===== config.mk =====
export PLATFORM = sky130hd
export DESIGN_NAME = bullet_pool
export DESIGN_NICKNAME = d
export VERILOG_FILES = /design/src/rtl/bullet_pkg.sv /design/src/rtl/tick_gen.sv /design/src/rtl/bullet_pool.sv
export SDC_FILE = /design/constraint.sdc
export NUM_CORES = 1
export LEC_CHECK = 0
export CORE_ASPECT_RATIO = 1.4
export CORE_MARGIN = 8
export CORE_UTILIZATION = 50
export DETAILED_ROUTE_END_ITERATION = 6
export GPL_ROUTABILITY_DRIVEN = 0
export HOLD_SLACK_MARGIN = 0.05
export PLACE_DENSITY_LB_ADDON = 0.3
export RECOVER_POWER = 50
export SYNTH_ARGS = -nofsm -noshare
export SYNTH_HDL_FRONTEND = slang
export SYNTH_SLANG_ARGS = --single-unit

===== constraint.sdc =====
create_clock -name clk_36MHz -period 2.4 [get_ports clk_36MHz]
set_clock_uncertainty 0.2 [all_clocks]
set_input_delay 0.48 -clock clk_36MHz [delete_from_list [all_inputs] [get_ports clk_36MHz]]
set_output_delay 0.48 -clock clk_36MHz [all_outputs]
set_load 0.02 [all_outputs]

===== src/rtl/bullet_pkg.sv =====
// Shared constants and helpers for the bullet pool: parameter defaults,
// idle-row derivation and slot-index width.
package bullet_pkg;

    localparam int DEF_N_BULLETS      = 4;
    localparam int DEF_X_W            = 5;
    localparam int DEF_Y_W            = 4;
    localparam int DEF_START_Y        = 12;
    localparam int DEF_TICK_CYCLES    = 50000;
    localparam int DEF_COOLDOWN_TICKS = 2;

    // Row value parked in an idle slot: all ones for the given row width.
    function automatic int unsigned idle_y(input int unsigned y_w);
        return (32'd1 << y_w) - 32'd1;
    endfunction

    // Bits needed to index n items, never less than one.
    function automatic int unsigned slot_idx_w(input int unsigned n);
        return (n <= 1) ? 32'd1 : $clog2(n);
    endfunction

endpackage


===== src/rtl/tick_gen.sv =====
// Enable-gated divider: emits a one-cycle tick every TICK_CYCLES enabled
// cycles; the count holds while enable is low.
module tick_gen
    import bullet_pkg::*;
#(
    parameter int TICK_CYCLES = DEF_TICK_CYCLES
) (
    input  logic clk_i,
    input  logic rst_i,
    input  logic enable_i,
    output logic tick_o
);

    localparam int CNT_W = $clog2(TICK_CYCLES);
    localparam logic [CNT_W-1:0] LAST = CNT_W'(TICK_CYCLES - 1);

    logic [CNT_W-1:0] cnt_q, cnt_d;

    always_comb begin
        cnt_d = cnt_q;
        if (enable_i) begin
            cnt_d = (cnt_q == LAST) ? '0 : cnt_q + CNT_W'(1);
        end
    end

    always_ff @(posedge clk_i or posedge rst_i) begin
        if (rst_i) begin
            cnt_q <= '0;
        end else begin
            cnt_q <= cnt_d;
        end
    end

    assign tick_o = enable_i && (cnt_q == LAST);

endmodule


===== src/rtl/bullet_pool.sv =====
// Multi-slot projectile engine: launch, per-tick climb and retirement.
// Optional launch cooldown compiled in with BULLET_COOLDOWN_EN.
module bullet_pool
    import bullet_pkg::*;
#(
    parameter int N_BULLETS      = DEF_N_BULLETS,
    parameter int X_W            = DEF_X_W,
    parameter int Y_W            = DEF_Y_W,
    parameter int START_Y        = DEF_START_Y,
    parameter int TICK_CYCLES    = DEF_TICK_CYCLES,
    parameter int COOLDOWN_TICKS = DEF_COOLDOWN_TICKS
) (
    input  logic                     clk_36MHz,
    input  logic                     reset,
    input  logic                     enable,
    input  logic                     shoot,
    input  logic [X_W-1:0]           ship_x,
    input  logic [N_BULLETS-1:0]     hit,
    output logic [N_BULLETS-1:0]     bullet_flying,
    output logic [N_BULLETS*X_W-1:0] bullet_x,
    output logic [N_BULLETS*Y_W-1:0] bullet_y,
    output logic                     shot_ack,
    output logic                     shot_drop,
    output logic                     pool_full
);

    localparam int IDX_W = slot_idx_w(N_BULLETS);
    localparam logic [Y_W-1:0] IDLE_Y  = Y_W'(idle_y(Y_W));
    localparam logic [Y_W-1:0] LAUNCH_Y = Y_W'(START_Y);

    logic                 tick;
    logic [N_BULLETS-1:0] flying_vec;
    logic [IDX_W-1:0]     free_idx;
    logic                 any_free;
    logic                 cool_ok;
    logic                 launch;
    logic                 refuse;
    logic                 shot_ack_q;
    logic                 shot_drop_q;

    tick_gen #(
        .TICK_CYCLES(TICK_CYCLES)
    ) u_tick_gen (
        .clk_i   (clk_36MHz),
        .rst_i   (reset),
        .enable_i(enable),
        .tick_o  (tick)
    );

    // Lowest-index free slot, judged on registered flags only.
    always_comb begin
        free_idx = '0;
        any_free = 1'b0;
        for (int i = N_BULLETS - 1; i >= 0; i--) begin
            if (!flying_vec[i]) begin
                free_idx = IDX_W'(i);
                any_free = 1'b1;
            end
        end
    end

    assign launch = shoot && enable && any_free && cool_ok;
    assign refuse = shoot && enable && !launch;

`ifdef BULLET_COOLDOWN_EN
    localparam int CD_W = slot_idx_w(COOLDOWN_TICKS + 1);

    logic [CD_W-1:0] cd_q, cd_d;

    always_comb begin
        cd_d = cd_q;
        if (launch) begin
            cd_d = CD_W'(COOLDOWN_TICKS);
        end else if (tick && (cd_q != '0)) begin
            cd_d = cd_q - CD_W'(1);
        end
    end

    always_ff @(posedge clk_36MHz or posedge reset) begin
        if (reset) begin
            cd_q <= '0;
        end else begin
            cd_q <= cd_d;
        end
    end

    assign cool_ok = (cd_q == '0);
`else
    logic unused_cooldown;
    assign unused_cooldown = ^32'(COOLDOWN_TICKS);
    assign cool_ok = 1'b1;
`endif

    genvar gi;
    generate
        for (gi = 0; gi < N_BULLETS; gi++) begin : g_slot
            logic           fly_q, fly_d;
            logic [X_W-1:0] x_q, x_d;
            logic [Y_W-1:0] y_q, y_d;
            logic           retire;

            assign retire = fly_q && (hit[gi] || (y_q == '0));

            // Retire beats move beats hold; a launch only ever targets an idle slot.
            always_comb begin
                fly_d = fly_q;
                x_d   = x_q;
                y_d   = y_q;
                if (retire) begin
                    fly_d = 1'b0;
                    x_d   = '0;
                    y_d   = IDLE_Y;
                end else if (fly_q) begin
                    if (tick) begin
                        y_d = y_q - Y_W'(1);
                    end
                end else if (launch && (free_idx == IDX_W'(gi))) begin
                    fly_d = 1'b1;
                    x_d   = ship_x;
                    y_d   = LAUNCH_Y;
                end
            end

            always_ff @(posedge clk_36MHz or posedge reset) begin
                if (reset) begin
                    fly_q <= 1'b0;
                    x_q   <= '0;
                    y_q   <= IDLE_Y;
                end else begin
                    fly_q <= fly_d;
                    x_q   <= x_d;
                    y_q   <= y_d;
                end
            end

            assign flying_vec[gi]              = fly_q;
            assign bullet_flying[gi]           = fly_q;
            assign bullet_x[gi*X_W +: X_W]     = x_q;
            assign bullet_y[gi*Y_W +: Y_W]     = y_q;
        end
    endgenerate

    always_ff @(posedge clk_36MHz or posedge reset) begin
        if (reset) begin
            shot_ack_q  <= 1'b0;
            shot_drop_q <= 1'b0;
        end else begin
            shot_ack_q  <= launch;
            shot_drop_q <= refuse;
        end
    end

    assign shot_ack  = shot_ack_q;
    assign shot_drop = shot_drop_q;
    assign pool_full = &flying_vec;

endmodule


**Word level (Yosys, flattened, before mapping)**

Index checks and enable logic that the tools add are counted.

- Bits in registers: 58
- Input port bits: 13
- Logic and storage cells: 120

- Add/subtract/negate cells: 5
- Equality and inequality tests: 12
- Multiplexer cells: 49
- Reduce and logical (&&, ||, !) cells: 39

Operators with widths:

| cell | count |
|---|---|
| 4-bit two-way mux | 16 |
| 5-bit two-way mux | 12 |
| 16-bit by 1-bit adder with 16-bit output (second input constant) | 1 |
| 16-bit == test (second input constant) | 1 |
| 4-bit logical NOT | 4 |
| 1-bit two-way mux | 16 |
| 16-bit two-way mux | 1 |
| 2-bit AND reduction | 8 |
| 4-bit by 1-bit subtractor with 4-bit output (second input constant) | 4 |
| 1-bit logical AND | 12 |
| 3-bit by 2-bit != test with 1-bit output (second input constant) | 4 |
| 3-bit nonzero test | 4 |
| 2-bit two-way mux | 4 |
| 2-bit by 1-bit != test with 1-bit output (second input constant) | 4 |
| 2-bit nonzero test | 4 |
| 2-bit == test (second input constant) | 2 |
| 1-bit logical OR | 4 |
| 4-bit AND reduction | 1 |
| 2-bit by 1-bit == test with 1-bit output (second input constant) | 1 |
| 2-bit logical NOT | 1 |
| 1-bit logical NOT | 1 |

**Logic depth before layout (Yosys ltp)**

Gate-level depths: netlist of run 1.

- Depth after elaboration: 9
- Depth in mapped cells: 7
- Depth with buffers taken out: 6

**Cells and area by module**

From an unflattened synthesis of run 1, not the netlist that was laid out.

- Cells, all modules: 279
- Area total of the unflattened synthesis: 2842.7 um^2

By module, submodules not included:

| module | instances | cells an instance | area an instance (um^2) | sequential area each (um^2) |
|---|---|---|---|---|
| bullet_pool | 1 | 204 | 2048.2 | 1071.0 |
| tick_gen | 1 | 75 | 794.5 | 400.4 |

**Worst setup path after synthesis of run 1**

No wires, ideal clock.

- Kind: flip-flop to flip-flop
- Start point: reg u_tick_gen.cnt_q[0]
- End point: reg g_slot[3].y_q[3]
- Setup time: 0.087 ns
- Arrival time: 1.593 ns
- Slack: 0.521 ns
- Stages on the path, launching flop included: 8
- Period minus slack after synthesis: 1.879 ns
- Cell sequence: dfrtp_1 -> ha_1 -> and4_1 -> buf_2 -> and4_1 -> buf_6 -> nor4_1 -> nor3_1

- Word-level cells in the longest chain between the ends: 4

RTL lines:

| element | RTL line | RTL |
|---|---|---|
| from (decl) | tick_gen.sv:17 | `logic [CNT_W-1:0] cnt_q, cnt_d;` |
| from (signal assigned) | tick_gen.sv:30 | `cnt_q <= cnt_d;` |
| 16-bit == test | tick_gen.sv:34 | `assign tick_o = enable_i && (cnt_q == LAST);` |
| 1-bit logical AND | tick_gen.sv:34 |  |
| 3-bit by 2-bit != test with 1-bit output (no source line) | - |  |
| 2-bit AND reduction (no source line) | - |  |
| to (signal assigned) | bullet_pool.sv:132 | `y_q <= y_d;` |
| to (decl) | bullet_pool.sv:99 | `logic [Y_W-1:0] y_q, y_d;` |

Every way passes these cells.
A chain may end at the register's enable or synchronous reset.

**Worst setup path in the final report of run 1**

- Start point: reg g_slot[1].y_q[0]
- End point: out bullet_y[4]

RTL lines:

| element | RTL line | RTL |
|---|---|---|
| from (decl) | bullet_pool.sv:99 |  |
| from (signal assigned) | bullet_pool.sv:132 |  |
| to (decl) | bullet_pool.sv:21 | `output logic [N_BULLETS*Y_W-1:0] bullet_y,` |

No word-level cell between the ends.

==> results.txt, run 1 <==
Most frequent cells in the layout - clkdlybuf4s50_1 (53), dfrtp_1 (42), nand2_1 (31)
Area Overhead vs Synth - 29.7%
Clock sinks - 58
Number of synthesized flops with an enable pin - 0
FF+latch area - 1470 sq um
Post-DP HPWL - 5.18 mm
Die Ht - 106 microns
Distinct cells, synth - 56
H-tree levels - 3
Most common cell after layout, fill and taps aside - clkdlybuf4s50_1
CTS tree - yes
Status - finished clean
Total Routing Usage GR - 18.2%
CP Capture Type - primary output
Core area - 5740 sq um
Register area share after synthesis - 50.6%
# DRC - 0
Gr ovfl total - 0
Tmin final - 2260 ps
I/O Buffers - 55
CP max FO - 6
Number of fill cells in the layout - 485
Fmax - 0.442 GHz
Post-DRT Antenna Nets - 0
Hold EP - u_tick_gen.cnt_q[15]
Hold Crit Class - register to register
Initial core utilization - 50.7%
Pre-CTS setup slack - 41.0 ps
CP bufs+invs - 1
Number of max-cap violations - 0
Total power - 0.00312 W
Pwr/cell area - 829 nW/um^2
First-pass GRT wire length - 12.2 mm
ANT cells - 0
Post-DR vias/cell - 5.62
Critical path required time - 1720 ps
Largest net degree at the start of global routing - 59
YS warnings - 0
Vias in the first global route - 2,574
Cts hold-fix bufs - 0
Final wirelength - 7.23 mm
Critical R2R Launch - u_tick_gen.cnt_q[0]
Layout Utilization - 65.7%
# IOs - 56
Hold_sp - u_tick_gen.cnt_q[15]
Multi-input logic area - 1270 sq um
Worst R2R Path Depth - 6
Clock root buffer - clkbuf_8
CP max-delay cell - clkdlybuf4s50_1
WS Path Type - register to primary output
Max Slew Vio Count - 0
Main synth FF type - dfrtp_1
Hold Slack - 280 ps
Netlist Area Pre-Place - 2910 sq um
CP Launch Type - register
Reg clk slew, reported paths - 70 ps
Synth Register Bits - 58
Antenna violations before repair - 0
Num CTS Buffers - 9
Flop2flop setup slack - 410 ps
Detailed-route via count - 2,401
Drt pass-1 iters - 4
Clock buffer depth - 2
Post-Syn Area per Cell - 10.3 sq um
Critical Path Max Stage Delay - 640 ps
Terminus of the critical flop-to-flop path - g_slot[0].y_q[2]
Initial DRC count - 166
Setup Total Neg Slack - 0 ps
Worst-margin pin slew - 1420 ps
CP delay by family, top - buffers and inverters
Die width - 80.5 microns
Layout cells sized above 1 - 13.7%
Worst slew margin - 5.08%
Syn_nets - 301
RSZ-0062 raised after global routing - no
Hold Path Depth - 1
Clk_lat worst skew - 340 ps
Fin nets - 370
Crit share post-route - 94.2%
Leakage - 1.62 nW
VDD IR-drop max - 0.000507 V
Die ar. - 8550 sq um
Arrival time worst endpoint - 1580 ps
Final WS setup - 139 ps
Ys async rst share - 100%
WL/cell - 16.9 microns
Final hold violations - 0
Setup violations, final - 0
Row Count - 33
Crit-path cells - clkdlybuf4s50_1
Post-Syn Instances - 283
[how the worst max path moves through the flow]
| stage | from | to | slack [ps] | depth (start not counted) |
|---|---|---|---|---|
| floorplan | reset | g_slot[0].fly_q | 320 | 1 |
| global placement | enable | g_slot[3].y_q[2] | 80 | 5 |
| detailed placement | enable | g_slot[3].y_q[2] | 40 | 5 |
| CTS | g_slot[1].fly_q | pool_full | 50 | 3 |
| global route | enable | u_tick_gen.cnt_q[11] | 80 | 6 |
| finish | g_slot[1].y_q[0] | bullet_y[4] | 140 | 1 |
[cells in the mapped netlist, drive strengths merged (2+ instances only)]
| library cell | instances | area share [%] |
|---|---|---|
| ha | 5 | 2.2 |
| o32a | 2 | 0.69 |
| o21ai | 14 | 2.4 |
| mux2i | 5 | 1.7 |
| and2 | 2 | 0.43 |
| a31oi | 4 | 0.86 |
| o22a | 2 | 0.60 |
| buf | 11 | 2.7 |
| and4 | 4 | 1.2 |
| nor4b | 2 | 0.82 |
| clkbuf | 2 | 0.26 |
| nor2b | 3 | 0.65 |
| a211oi | 2 | 0.52 |
| o2bb2ai | 2 | 0.60 |
| and4bb | 2 | 0.86 |
| a21oi | 13 | 2.4 |
| dfstp | 16 | 14 |
| nand4 | 4 | 1.4 |
| nor4 | 3 | 0.65 |
| xnor2 | 7 | 2.1 |
| a22o | 15 | 4.5 |
| nor3 | 12 | 2.4 |
| dfrtp | 42 | 36 |
| nand2 | 31 | 4.0 |
| or3 | 5 | 1.1 |
| and3 | 3 | 0.69 |
| nand3 | 10 | 1.9 |
| inv | 17 | 2.2 |
| o31ai | 2 | 0.52 |
| nor2 | 19 | 2.5 |
| xor2 | 6 | 1.8 |
[repair_timing]
item / in CTS / in global routing
resized for setup: 0 / 1
setup buffers: 0 / 0
endpoints found under the setup margin: 0 / 1
[report_power, final]
| part | internal, W | leakage (nW) | switching [W] |
|---|---|---|---|
| clock network | 0.000564 | 0.107 | 0.000376 |
| registers | 0.00118 | 0.728 | 0.000173 |
| logic | 0.000404 | 0.789 | 0.000427 |
[logic make-up (layout without fill, tap and decap cells)]
family	after synthesis	after routing	share of synthesized area (%)
and+or+nand+nor	103	103	19.4
AOI/OAI and AO/OA	69	69	17.1
DFF	58	58	50.6
buffers and inverters	30	104	5.16
xor gates and xnor gates	13	13	3.92
adders and majority gates	5	5	2.15
muxes	5	5	1.72
[area by class of cell]
| cell class | instances | area share (%) |
|---|---|---|
| clock buffer | 14 | 4.58 |
| clock inverter | 2 | 0.929 |
| inverter | 17 | 1.69 |
| multi-input combinational | 195 | 33.8 |
| sequential | 58 | 39.0 |
| tap | 70 | 2.32 |
| timing repair buffer | 71 | 17.7 |
[layer usage]
layer	global-route usage [%]	vias to the layer above	wire, microns
li1	-	1164	-
met1	20.7	1165	3070
met3	5.66	9	365
met5	0	-	0
met4	8.75	0	92
met2	30.0	63	3700
[flip-flops by register name, indices dropped and copies added (netlist names)]
| name | flops |
|---|---|
| g_slot.fly_q | 4 |
| g_slot.x_q | 20 |
| g_slot.y_q | 16 |
| shot_ack | 1 |
| shot_drop | 1 |
| u_tick_gen.cnt_q | 16 |
[through the flow]
stage | instance area [sq um] | std cells
finish | 3770 | 427
global route | 3770 | 427
CTS | 3810 | 427
detailed placement | 3600 | 411
global placement | 3600 | 411
floorplan | 2910 | 283
Power figures use the tool's default switching activity.
==> inputs of run 2 (changes only) <==
CTS_BUF_LIST = sky130_fd_sc_hd__clkbuf_8   (was default)
==> run 2 against run 1 <==
Compared with the run above: non-clock buffer count unchanged; global-route usage unchanged; maximum frequency about the same; sequential share of layout area did not move; largest cell class unchanged.
==> results.txt, run 2 (synthesis results as in run 1) <==
CP Capture Type - primary output (unchanged)
Hold Crit Class - register to register (unchanged)
Crit-path cells - clkdlybuf4s50_1 (unchanged)
Crit share post-route - 94.3% (was 94.2%)
Die ar. - 8550 sq um (unchanged)
Flop2flop setup slack - 410 ps (about the same)
# DRC - 0 (unchanged)
Largest net degree at the start of global routing - 59 (unchanged)
Tmin final - 2260 ps (about the same)
Row Count - 33 (unchanged)
Core area - 5740 sq um (unchanged)
Layout Utilization - 65.7% (unchanged)
Post-DRT Antenna Nets - 0 (unchanged)
CP bufs+invs - 1 (unchanged)
Setup Total Neg Slack - 0 ps (unchanged)
RSZ-0062 raised after global routing - no (unchanged)
Number of fill cells in the layout - 485 (unchanged)
Area Overhead vs Synth - 29.7% (unchanged)
Drt pass-1 iters - 4 (unchanged)
CP delay by family, top - buffers and inverters (unchanged)
Clock sinks - 58 (unchanged)
# IOs - 56 (unchanged)
Final wirelength - 7.23 mm (about the same)
Gr ovfl total - 0 (unchanged)
Terminus of the critical flop-to-flop path - g_slot[0].y_q[2] (unchanged)
CP max-delay cell - clkdlybuf4s50_1 (unchanged)
Post-CTS Setup Inserts - 0 (unchanged)
Pwr/cell area - 827 nW/um^2 (was 829 nW/um^2)
Post-route cell area - 3770 sq um (unchanged)
Clock root buffer - clkbuf_8 (unchanged)
Clock buffer depth - 2 (unchanged)
Fmax - 0.442 GHz (about the same)
CP Launch Type - register (unchanged)
Die width - 80.5 microns (unchanged)
Worst slew margin - 4.92% (was 5.08%)
Worst-margin pin slew - 1430 ps (was 1420 ps)
Initial DRC count - 157 (was 166)
Layout cells sized above 1 - 13.7% (unchanged)
Total power - 0.00312 W (about the same)
I/O Buffers - 55 (unchanged)
Number of max-cap violations - 0 (unchanged)
Critical R2R Launch - u_tick_gen.cnt_q[0] (unchanged)
Clk_lat worst skew - 340 ps (about the same)
Die Ht - 106 microns (unchanged)
Max reg flops - 20 (unchanged)
Arrival time worst endpoint - 1580 ps (about the same)
Status - finished clean (unchanged)
Worst R2R Path Depth - 6 (unchanged)
Setup violations, final - 0 (unchanged)
Post-DR vias/cell - 5.62 (unchanged)
Vias in the first global route - 2,574 (unchanged)
Critical path required time - 1720 ps (about the same)
Most common cell after layout, fill and taps aside - clkdlybuf4s50_1 (unchanged)
Total Routing Usage GR - 18.2% (unchanged)
WS Path Type - register to primary output (unchanged)
Leakage - 1.63 nW (was 1.62 nW)
Hold EP - u_tick_gen.cnt_q[15] (unchanged)
Final hold violations - 0 (unchanged)
Post-DP HPWL - 5.18 mm (unchanged)
ANT cells - 0 (unchanged)
Critical Path Max Stage Delay - 640 ps (about the same)
Most frequent cells in the layout - clkdlybuf4s50_1 (53), dfrtp_1 (42), nand2_1 (31) (unchanged)
Detailed-route via count - 2,401 (unchanged)
Hold Slack - 280 ps (about the same)
Biggest register - g_slot.x_q (unchanged)
WL/cell - 16.9 microns (about the same)
H-tree levels - 3 (unchanged)
Max Slew Vio Count - 0 (unchanged)
Num CTS Buffers - 9 (unchanged)
CTS tree - yes (unchanged)
Initial core utilization - 50.7% (unchanged)
CP max FO - 6 (unchanged)
Hold_sp - u_tick_gen.cnt_q[15] (unchanged)
First-pass GRT wire length - 12.2 mm (unchanged)
Reg clk slew, reported paths - 70 ps (about the same)
Top Registers - g_slot.x_q: 20 flops, g_slot.y_q: 16 flops, u_tick_gen.cnt_q: 16 flops (unchanged)
Hold Path Depth - 1 (unchanged)
VDD IR-drop max - 0.000507 V (about the same)
Area after DPL - 3600 sq um (unchanged)
Antenna violations before repair - 0 (unchanged)
Fin nets - 370 (unchanged)
==> run 2: cell types whose count changed in the layout (fill, tap and decap cells not counted) <==
| cell | previous run | this run |
|---|---|---|
| clkbuf_1 | 6 | 4 |
| inv_1 | 16 | 18 |
==> run 2: how the worst max path moves through the flow <==
stage	depth (start not counted)	slack [ps]	startpoint	to
6_report	1	140	g_slot[1].y_q[0]	bullet_y[4]
5_1_grt	6	80	enable	u_tick_gen.cnt_q[11]
4_1_cts	3	50	g_slot[1].fly_q	pool_full
3_5_place_dp	5	40	enable	g_slot[3].y_q[2]
3_3_place_gp	5	80	enable	g_slot[3].y_q[2]
2_1_floorplan	1	320	reset	g_slot[0].fly_q
==> run 2: layout make-up <==
cell class                 count  area (sq um)  share of cell area, %
sequential                    58          1470                   39.0
multi-input combinational    195          1270                   33.8
timing repair buffer          71           666                   17.7
clock buffer                  12           165                   4.38
tap                           70          87.6                   2.32
inverter                      17          63.8                   1.69
clock inverter                 4          42.5                   1.13
==> run 2: timing repair <==
item,4_1_cts,5_1_grt
setup endpoints to repair,0,1
hold buffers,0,0
resized for setup,0,1
==> run 2: report_power, final <==
part / internal [W] / switching (W)
clock network: 0.000555 / 0.000378
registers: 0.00118 / 0.000173
logic: 0.000404 / 0.000427
total: 0.00214 / 0.000978
==> run 2: metal layers <==
metal	vias to the layer above	routed length [microns]	GRT usage [%]
li1	1165	-	-
met1	1163	3080	20.7
met2	64	3690	30.0
met3	9	373	5.66
met4	0	92	8.75
met5	-	0	0
==> run 2: metrics by stage <==
step                setup WS, ps  cells
floorplan                    318    283
global placement            76.9    411
detailed placement          41.0    411
CTS                         46.8    427
global route                82.8    427
finish                       137    427
==> inputs of run 3 (changes only) <==
--- a/constraint.sdc
+++ b/constraint.sdc
@@ -4,2 +4,2 @@
 set_output_delay 0.48 -clock clk_36MHz [all_outputs]
-set_load 0.02 [all_outputs]
+set_load 0.1 [all_outputs]
==> run 3 against run 2 <==
Compared with the run above: via count rose by 2.9%; combinational power rose by 88%; design area rose by 1.9%; final cell count fell by 0.70%; maximum frequency rose by 2.9%; sequential share of layout area fell by 0.72 points; critical path depth rose by 5; global-route usage rose by 0.53 points; clock power fell by 6.4%.
==> results.txt, run 3 (synthesis results as in run 1) <==
Status - finished clean (unchanged)
Cts hold-fix bufs - 0 (unchanged)
Crit-path cells - dlygate4sd3_1 > clkbuf_1 > and3_1 > nand4_4 > or3_1 > a21oi_1 (was clkdlybuf4s50_1)
Internal power - 0.00214 W (about the same)
Number of max-cap violations - 0 (unchanged)
H-tree levels - 3 (unchanged)
Initial DRC count - 133 (was 157)
# DRC - 0 (unchanged)
Setup Total Neg Slack - 0 ps (unchanged)
CTS tree - yes (unchanged)
Met2 usage - 31.6% (was 30.0%)
# IOs - 56 (unchanged)
Combinational share of power - 40.6% (was 26.7%)
Die ar. - 8550 sq um (unchanged)
Top Registers - g_slot.x_q: 20 flops, g_slot.y_q: 16 flops, u_tick_gen.cnt_q: 16 flops (unchanged)
CP Launch Type - input port (was register)
Total Routing Usage GR - 18.8% (was 18.2%)
GRT busiest layer - met2 (unchanged)
Gr ovfl total - 0 (unchanged)
Sw Share - 44.3% (was 31.4%)
Post-CTS Setup Inserts - 0 (unchanged)
Arrival time worst endpoint - 2270 ps (was 1580 ps)
Met3 GRT Util - 5.41% (was 5.66%)
Die width - 80.5 microns (unchanged)
Met1 GRT Util - 20.6% (was 20.7%)
Fin nets - 367 (was 370)
Layout cells sized above 1 - 26.6% (was 13.7%)
Setup violations, final - 0 (unchanged)
Die Ht - 106 microns (unchanged)
Critical path required time - 2470 ps (was 1720 ps)
Reg clk slew, reported paths - 60 ps (was 70 ps)
Biggest register - g_slot.x_q (unchanged)
CP Capture Type - register (was primary output)
Clock sinks - 58 (unchanged)
Post-DP HPWL - 5.34 mm (was 5.18 mm)
CP delay by family, top - buffers and inverters (unchanged)
Crit share post-route - 91.7% (was 94.3%)
CP max FO - 5 (was 6)
Post-DR vias/cell - 5.83 (was 5.62)
Vias in the first global route - 2,620 (was 2,574)
Critical Path Max Stage Delay - 600 ps (was 640 ps)
CP Capture Point - u_tick_gen.cnt_q[14] (was bullet_y[4])
Post_cts resized - 0 (unchanged)
Worst-margin pin slew - 1420 ps (was 1430 ps)
Clock root buffer - clkbuf_8 (unchanged)
CP bufs+invs - 2 (was 1)
Drt pass-1 iters - 4 (unchanged)
Clock buffer depth - 2 (unchanged)
Num CTS Buffers - 9 (unchanged)
Antenna violations before repair - 0 (unchanged)
Sequential share of power - 36.6% (was 43.4%)
First-pass GRT wire length - 12.5 mm (was 12.2 mm)
Final hold violations - 0 (unchanged)
Clk_lat worst skew - 350 ps (was 340 ps)
Terminus of the critical flop-to-flop path - g_slot[2].x_q[0] (was g_slot[0].y_q[2])
Leakage - 1.73 nW (was 1.63 nW)
Final wirelength - 7.35 mm (was 7.23 mm)
Post-DRT Antenna Nets - 0 (unchanged)
Fmax - 0.455 GHz (was 0.442 GHz)
Hold Slack - 282 ps (was 280 ps)
Critical R2R Launch - g_slot[2].y_q[0] (was u_tick_gen.cnt_q[0])
Clock share of power - 22.8% (was 29.9%)
Initial core utilization - 50.7% (unchanged)
ANT cells - 0 (unchanged)
Core area - 5740 sq um (unchanged)
WS Path Type - input port to register (was register to primary output)
Pwr/cell area - 998 nW/um^2 (was 827 nW/um^2)
Number of cells on the critical path - 6 (was 1)
I/O Buffers - 55 (unchanged)
Flop2flop setup slack - 340 ps (was 410 ps)
RSZ-0062 raised after global routing - no (unchanged)
Largest net degree at the start of global routing - 59 (unchanged)
Area Overhead vs Synth - 32.1% (was 29.7%)
Hold Crit Class - register to register (unchanged)
Max Slew Vio Count - 0 (unchanged)
Most common cell after layout, fill and taps aside - dfrtp_1 (was clkdlybuf4s50_1)
Detailed-route via count - 2,471 (was 2,401)
CP max-delay cell - dlygate4sd3_1 (was clkdlybuf4s50_1)
WL/cell - 17.3 microns (was 16.9 microns)
Most frequent cells in the layout - dfrtp_1 (42), nand2_1 (31), buf_12 (20) (was clkdlybuf4s50_1 (53), dfrtp_1 (42), nand2_1 (31))
Worst slew margin - 5.13% (was 4.92%)
Max reg flops - 20 (unchanged)
VDD IR-drop max - 0.000967 V (was 0.000507 V)
Sw power - 0.00170 W (was 0.000978 W)
Tmin final - 2200 ps (was 2260 ps)
Row Count - 33 (unchanged)
Worst R2R Path Depth - 6 (unchanged)
CP startpoint - enable (was g_slot[1].y_q[0])
## run 3: cell types whose count changed in the layout (fill, tap and decap cells not counted), sizes merged
| cell | change |
|---|---|
| clkdlybuf4s50 | -42 |
| buf | +28 |
| clkbuf | +10 |
| clkinv | +1 |
| dlymetal6s2s | -1 |
| inv | +1 |
## run 3: final cells by class
class / count / area (sq um)
clock buffer: 10 / 138
clock inverter: 6 / 51.3
fill: 463 / 1900
inverter: 17 / 63.8
multi-input combinational: 195 / 1290
sequential: 58 / 1470
tap: 70 / 87.6
timing repair buffer: 68 / 743
## run 3: worst min-delay path by stage
stage	from	endpoint	slack [ps]	cells past startpoint
3_3_place_gp	u_tick_gen.cnt_q[15]	u_tick_gen.cnt_q[15]	270	1
5_1_grt	u_tick_gen.cnt_q[15]	u_tick_gen.cnt_q[15]	310	1
3_5_place_dp	u_tick_gen.cnt_q[15]	u_tick_gen.cnt_q[15]	280	1
2_1_floorplan	u_tick_gen.cnt_q[15]	u_tick_gen.cnt_q[15]	240	1
6_report	u_tick_gen.cnt_q[15]	u_tick_gen.cnt_q[15]	280	1
4_1_cts	u_tick_gen.cnt_q[15]	u_tick_gen.cnt_q[15]	280	1
## run 3: layer usage
metal / routed length, microns / share of wire [%]
met1: 2930 / 40
met2: 3810 / 52
met3: 434 / 5.9
met4: 182 / 2.5
met5: 0 / 0
## run 3: power by group through the flow
stage               combinational, W  clock, W  sequential [W]
finish                       0.00156  0.000873         0.00140
global route                 0.00164  0.000929         0.00143
CTS                          0.00160  0.000888         0.00140
detailed placement           0.00159         0         0.00141
global placement             0.00156         0         0.00141
floorplan                   0.000399         0         0.00212
## run 3: stage by stage
stage	util [%]	setup WS, ps	area (sq um)	power [W]	instances
after floorplan	-	257	2910	0.00252	283
after global placement	64.7	84.9	3710	0.00297	408
after detailed placement	64.7	12.2	3710	0.00301	408
after CTS	68.0	200	3900	0.00389	424
after global routing	67.0	80.1	3840	0.00400	424
final	67.0	200	3840	0.00383	424
